--- config.mk ---
export PLATFORM = sky130hd
export DESIGN_NAME = spi_arbiter_flat
export DESIGN_NICKNAME = d
export VERILOG_FILES = /design/src/rtl/spi_arbiter_if.sv /design/src/rtl/spi_arbiter.sv /design/src/flat_wrapper.sv
export SDC_FILE = /design/constraint.sdc
export NUM_CORES = 1
export LEC_CHECK = 0
export CAP_MARGIN = 15
export CORE_ASPECT_RATIO = 1.25
export CORE_MARGIN = 1.5
export CORE_UTILIZATION = 68
export DETAILED_ROUTE_END_ITERATION = 12
export DONT_BUFFER_PORTS = 1
export PLACE_DENSITY = 0.84
export SYNTH_ARGS = -nofsm -noshare
export SYNTH_HDL_FRONTEND = slang
export SYNTH_SLANG_ARGS = --single-unit
--- constraint.sdc ---
create_clock -name clk -period 5.2 [get_ports clk]
set_input_delay 0.78 -clock clk [delete_from_list [all_inputs] [get_ports clk]]
set_output_delay 0.78 -clock clk [all_outputs]
set_load 0.01 [all_outputs]
--- src/rtl/spi_arbiter_if.sv ---
// spi_arbiter_if: bundle between the two requesters, the SPI engine and
// spi_arbiter.
//   req[1:0]     per-requester request, held until the matching done bit
//   len0, len1   byte count for requester 0 / 1
//   op[1:0]      per-requester direction (1 = write, 0 = read)
//   busy         SPI engine activity flag
//   gnt[1:0]     one-hot ownership of the SPI engine
//   done[1:0]    one-cycle completion pulse per requester
//   err          failure flag, only valid alongside a done pulse
//   sel          index of current or last owner (external FIFO mux)
//   work         one-cycle start strobe to the SPI engine
//   len, op_o    latched byte count and direction for the SPI engine
// The slave modport is the arbiter's view; master is the environment's view.
interface spi_arbiter_if #(
  parameter int LEN_W = 16
);
  logic [1:0]       req;
  logic [LEN_W-1:0] len0;
  logic [LEN_W-1:0] len1;
  logic [1:0]       op;
  logic             busy;
  logic [1:0]       gnt;
  logic [1:0]       done;
  logic             err;
  logic             sel;
  logic             work;
  logic [LEN_W-1:0] len;
  logic             op_o;

  modport slave (
    input  req, len0, len1, op, busy,
    output gnt, done, err, sel, work, len, op_o
  );

  modport master (
    output req, len0, len1, op, busy,
    input  gnt, done, err, sel, work, len, op_o
  );
endinterface

--- src/rtl/spi_arbiter.sv ---
// spi_arbiter: two-requester round-robin arbiter in front of a single SPI
// engine. One transaction at a time: grant, one work strobe, wait for the
// engine to go busy (with timeout), wait for it to go idle, then a one-cycle
// done pulse to the owner.
// Ports:
//   clk  system clock, all state changes on its rising edge
//   rst  asynchronous active-high reset
//   bus  spi_arbiter_if.slave (requests, engine handshake, grant/done)
// Parameters:
//   LEN_W    width of the byte counts
//   TIMEOUT  maximum cycles spent waiting for busy to rise
module spi_arbiter #(
  parameter int LEN_W   = 16,
  parameter int TIMEOUT = 1024
) (
  input  logic          clk,
  input  logic          rst,
  spi_arbiter_if.slave  bus
);

  typedef enum logic [2:0] {
    IDLE,
    ISSUE,
    WAIT_BUSY,
    RUN,
    DONE
  } state_t;

  state_t           state_q, state_d;
  logic [1:0]       gnt_q, gnt_d;
  logic             sel_q, sel_d;
  logic [LEN_W-1:0] len_q, len_d;
  logic             op_q, op_d;
  logic             err_q, err_d;
  logic             last_q, last_d;
  logic [31:0]      cnt_q, cnt_d;

  logic             winner;
  logic [LEN_W-1:0] winLen;

  // Arbitration: a lone requester wins outright; on a tie the requester
  // that did not own the engine last time wins.
  always_comb begin
    winner = bus.req[1];
    if (bus.req == 2'b11) begin
      winner = ~last_q;
    end
    winLen = winner ? bus.len1 : bus.len0;
  end

  // State and latched transaction registers. last resets to 1 so that
  // requester 0 wins the first tie.
  always_ff @(posedge clk or posedge rst) begin
    if (rst) begin
      state_q <= IDLE;
      gnt_q   <= 2'b00;
      sel_q   <= 1'b0;
      len_q   <= '0;
      op_q    <= 1'b0;
      err_q   <= 1'b0;
      last_q  <= 1'b1;
      cnt_q   <= 32'd0;
    end else begin
      state_q <= state_d;
      gnt_q   <= gnt_d;
      sel_q   <= sel_d;
      len_q   <= len_d;
      op_q    <= op_d;
      err_q   <= err_d;
      last_q  <= last_d;
      cnt_q   <= cnt_d;
    end
  end

  // Next-state logic. req is only looked at in IDLE, so a requester
  // withdrawing mid-transaction has no effect, and busy is only looked at
  // while a transaction is in flight.
  always_comb begin
    state_d = state_q;
    gnt_d   = gnt_q;
    sel_d   = sel_q;
    len_d   = len_q;
    op_d    = op_q;
    err_d   = err_q;
    last_d  = last_q;
    cnt_d   = cnt_q;

    case (state_q)
      IDLE: begin
        if (bus.req != 2'b00) begin
          gnt_d = winner ? 2'b10 : 2'b01;
          sel_d = winner;
          len_d = winLen;
          op_d  = bus.op[winner];
          // A zero-length transfer never reaches the engine.
          if (winLen == '0) begin
            err_d   = 1'b1;
            state_d = DONE;
          end else begin
            err_d   = 1'b0;
            state_d = ISSUE;
          end
        end
      end
      ISSUE: begin
        cnt_d   = 32'd0;
        state_d = WAIT_BUSY;
      end
      WAIT_BUSY: begin
        // The cycle counter includes the current cycle, so DONE lands
        // exactly TIMEOUT cycles after WAIT_BUSY was entered.
        if (bus.busy) begin
          state_d = RUN;
        end else if (cnt_q + 32'd1 >= 32'(TIMEOUT)) begin
          err_d   = 1'b1;
          state_d = DONE;
        end else begin
          cnt_d = cnt_q + 32'd1;
        end
      end
      RUN: begin
        if (!bus.busy) begin
          err_d   = 1'b0;
          state_d = DONE;
        end
      end
      DONE: begin
        gnt_d   = 2'b00;
        last_d  = sel_q;
        state_d = IDLE;
      end
      default: begin
        state_d = IDLE;
      end
    endcase
  end

  // Strobes are decoded from the state register so that reset clears them
  // immediately.
  assign bus.work = (state_q == ISSUE);
  assign bus.done = (state_q == DONE) ? (sel_q ? 2'b10 : 2'b01) : 2'b00;
  assign bus.err  = (state_q == DONE) && err_q;
  assign bus.gnt  = gnt_q;
  assign bus.sel  = sel_q;
  assign bus.len  = len_q;
  assign bus.op_o = op_q;

endmodule
--- src/flat_wrapper.sv ---
// flat-port wrapper written by rule: the top's interface ports become plain ports
module spi_arbiter_flat 
#(
  parameter int LEN_W   = 16,
  parameter int TIMEOUT = 1024
)
  (clk, rst, bus_req, bus_len0, bus_len1, bus_op, bus_busy, bus_gnt, bus_done, bus_err, bus_sel, bus_work, bus_len, bus_op_o);
  spi_arbiter_if #(.LEN_W(LEN_W)) bus_i ();
  input  logic clk;
  input  logic rst;
  input wire logic [$bits(bus_i.req)-1:0] bus_req;
  input wire logic [$bits(bus_i.len0)-1:0] bus_len0;
  input wire logic [$bits(bus_i.len1)-1:0] bus_len1;
  input wire logic [$bits(bus_i.op)-1:0] bus_op;
  input wire logic [$bits(bus_i.busy)-1:0] bus_busy;
  output wire logic [$bits(bus_i.gnt)-1:0] bus_gnt;
  output wire logic [$bits(bus_i.done)-1:0] bus_done;
  output wire logic [$bits(bus_i.err)-1:0] bus_err;
  output wire logic [$bits(bus_i.sel)-1:0] bus_sel;
  output wire logic [$bits(bus_i.work)-1:0] bus_work;
  output wire logic [$bits(bus_i.len)-1:0] bus_len;
  output wire logic [$bits(bus_i.op_o)-1:0] bus_op_o;
  assign bus_i.req = bus_req;
  assign bus_i.len0 = bus_len0;
  assign bus_i.len1 = bus_len1;
  assign bus_i.op = bus_op;
  assign bus_i.busy = bus_busy;
  assign bus_gnt = bus_i.gnt;
  assign bus_done = bus_i.done;
  assign bus_err = bus_i.err;
  assign bus_sel = bus_i.sel;
  assign bus_work = bus_i.work;
  assign bus_len = bus_i.len;
  assign bus_op_o = bus_i.op_o;
  spi_arbiter #(.LEN_W(LEN_W), .TIMEOUT(TIMEOUT)) u_core (.clk(clk), .rst(rst), .bus(bus_i));
endmodule
==> results.md <==
* Worst-Margin Slew at around 0.74 ns
* Most frequent cells in the layout: dfrtp_1, nand2_1, o21ai_0
* Vias in the first global route at about 2.6k
* Outcome: completed
* Crit end category: flop
* VDD IR max at between 0.2 and 0.3 mV
* RSZ-0062 raised after global routing: no
* Req. time, crit path at between 5 and 6 ns
* Clock Sinks at between 50 and 60
* Row cnt at 27
* Startpoint Class: flop
* Pint at approximately 940 uW
* Routed wire length at 6.861 mm
* TNS Setup at 0 ns
* Cells along the critical path: nand3_2 -> nor4_1 -> nand4_1 -> a211oi_1 -> nand4_1 -> or4_1 -> o31ai_1
* Filler Cells Inserted at about 320
* Cell taking the most area after synthesis: dfrtp_1
* Detailed placement HPWL at between 4 and 5 mm
* CTS buffer count at 9
* Clock Latency Late Sink at between 0.3 and 0.4 ns
* Share of layout cells above drive strength 1 at approximately 11%
* Main synth FF type: dfrtp_1
* 1st-iter DRT viols at ~240
* LEAKAGE at roughly 1.5 nW
* GRT Total Usage at roughly 29%
* Reg power frac at 46.0%
* I/O pin count at 63
* Slew headroom at around half
* Yosys warnings at 0
* Ys async rst share at 100.0%
* Routing usage on met2 at between 40% and 50%
* GR Util met1 at between 30% and 40%
* Seq/Total Area, Yosys at between 40% and 50%
* Post-synth net total at approximately 380
* Clock skew at 0.005282 ns
* Worst-path clk slew at approximately 0.060 ns
* Root Buffer: clkbuf_8
* Critical path peak fanout at 11
* Worst min-delay path class: in -> async
* Initial antenna violation count at 0
* Switching part of the total power at between 30% and 40%
* Top-area cell type share of the netlist area at a little over two fifths
* Critical path arrival at about 3.7 ns
* Commonest non-fill, non-tap cell in the layout: dfrtp_1
* CTS Buffer Depth at 2
* DR vias at between 2k and 3k
* Die Area at 0.005195 mm^2
* Layout overhead on the synthesized area at 8.256%
* Final GP Congestion at about 0.85
* Synthesis-stage register bit count at between 50 and 60
* Largest net degree at the start of global routing at 54
* Final Hold Fails at 0
* Final slew viol count at 0
* Slowest stage delay, CP at 0.88 ns
* Global-route met3 utilization at under 10%
* Net switching power at 511.5 uW
* Max Cap Viol at 0
* Setup-failing EPs final at 0
* Crit path kind: reg -> reg
* Vias/cell at approximately 6.6
* Distinct cell type count after synthesis at 50
* Port Buffers at 0
* First-pass GRT wire length at about 12 mm
* Comb pwr share at between 20% and 30%
* Critical Path Slowest Stage Cell: or4_1
* Htree depth at 3
* Syn Area/Cell at 9.595 um^2
* PwrDens at approximately 400 mW/mm^2
* Worst r2r path cells at 7
* Setup Buffers After CTS at 0
* Routed WL per cell at 17.02 um
* Cts repair resizes at 0
* Initial Utilization at between 70% and 80%
* Clock Power Share at between 20 and 30%
* Mapped Area at between 0.003 and 0.004 mm^2
* WHS at 0.1964 ns
* Antenna viol nets, final at 0
* Die Ht at 80.21 um
* Max Clk Rate at 286.6 MHz
* Top cells by area, synth: dfrtp_1, mux2i_1, nor3b_1, o21ai_0, nand2_1
* CTS tree: done
* Antenna diodes at 0
* Crit path time final at about 3.5 ns
* Most frequent CP cell: nand4_1
* Drt first pass iters at 4
* Synthesized netlist cell count at roughly 340
* CTS Hold Buffers Added at 0
* Nets at 380
* Grt total ovfl at 0
* DRC errors left at 0
* Post-synth EDFFs at 0
* CORE AREA at around 0.0045 mm^2
* GRT busiest layer: met2
* Period utilization at 67.10%
* Die width at between 60 and 70 um
## state kept, by name (all words and copies together), names as in the netlist
register         cells
u_core.bus.len      16
u_core.bus.sel       1
u_core.bus.gnt       2
u_core.last_q        1
u_core.err_q         1
u_core.state_q       3
u_core.bus.op_o      1
u_core.cnt_q        32
## cells in the mapped netlist, types with 2 or more instances
cell	number
xnor2_1	5
dfrtp_1	56
and3_1	7
buf_6	2
or3_1	12
nor3b_1	20
a211o_1	3
nor4_1	13
nand4_1	12
a21oi_1	6
or2_2	2
nor3_1	17
nor4_4	2
buf_2	2
clkbuf_1	10
nand2_1	30
nand2b_1	7
o31ai_1	7
or4_1	2
mux2i_1	19
o21ai_0	27
nand3_1	9
nand3_2	3
inv_1	6
o41ai_1	9
or4_4	2
nor2_1	15
a22oi_1	3
nor2b_1	9
## worst paths after layout
| kind | slack, ns | endpoint | from |
|---|---|---|---|
| worst max-delay path | 1.71 | u_core.cnt_q[9] | u_core.cnt_q[2] |
| worst min-delay path | 0.20 | u_core.bus.len[11] | rst |
| worst max register to register | 1.71 | u_core.cnt_q[9] | u_core.cnt_q[2] |
| worst min register to register | 0.52 | u_core.cnt_q[9] | u_core.cnt_q[9] |
| max in group asynchronous | 4.17 | u_core.cnt_q[12] | rst |
| min in group clk | 0.52 | u_core.cnt_q[9] | u_core.cnt_q[9] |
## cell families after synthesis
family                     count (synthesis)  synth area share [%]
and+or+nand+nor                          167                 30.90
xor gates and xnor gates                   5                 1.350
adders and majority gates                  1                0.3857
DFF                                       57                 44.02
muxes                                     20                 6.211
buffers and inverters                     20                 2.855
AOI/OAI and AO/OA                         68                 14.28
## area by class of cell
class / count / area (um^2) / share of cell area, %
clock buffer: 14 / 172.7 / 4.918
clock inverter: 2 / 35.03 / 0.9979
inverter: 6 / 22.52 / 0.6415
multi-input combinational: 261 / 1735 / 49.43
sequential: 57 / 1428 / 40.66
tap: 58 / 72.57 / 2.067
timing repair buffer: 5 / 45.04 / 1.283
## metal layers
metal | vias up | share of wire (%)
li1 | 1279 | -
met2 | 106 | 50
met4 | 0 | 0.77
met5 | - | 0
met3 | 6 | 6.4
met1 | 1263 | 43
## power by group through the flow
stage                     logic, mW  registers, mW  clock network, mW
final                         0.351          0.666              0.431
after global routing          0.392          0.682              0.456
after CTS                     0.341          0.666              0.436
after detailed placement      0.342          0.671                  0
after global placement        0.331          0.671                  0
after floorplan               0.284          0.646                  0
## worst max-delay path, delay by kind of cell, from the launching register on
kind | cells | cell delay, ns
compound gates | 2 | 0.55
flops | 1 | 0.41
simple gates | 5 | 2.44
## per-stage QoR
step	util [%]	total power, mW	cell area [um^2]	setup WS [ns]	instances
2_1_floorplan	-	0.9300	3243	2.316	338
5_1_grt	78.14	1.530	3511	1.414	403
4_1_cts	77.81	1.443	3496	1.767	402
3_3_place_gp	73.18	1.002	3288	1.895	386
3_5_place_dp	73.18	1.013	3288	1.783	386
6_report	78.14	1.448	3511	1.711	403
Note: power is estimated with default switching activity, not from simulation.
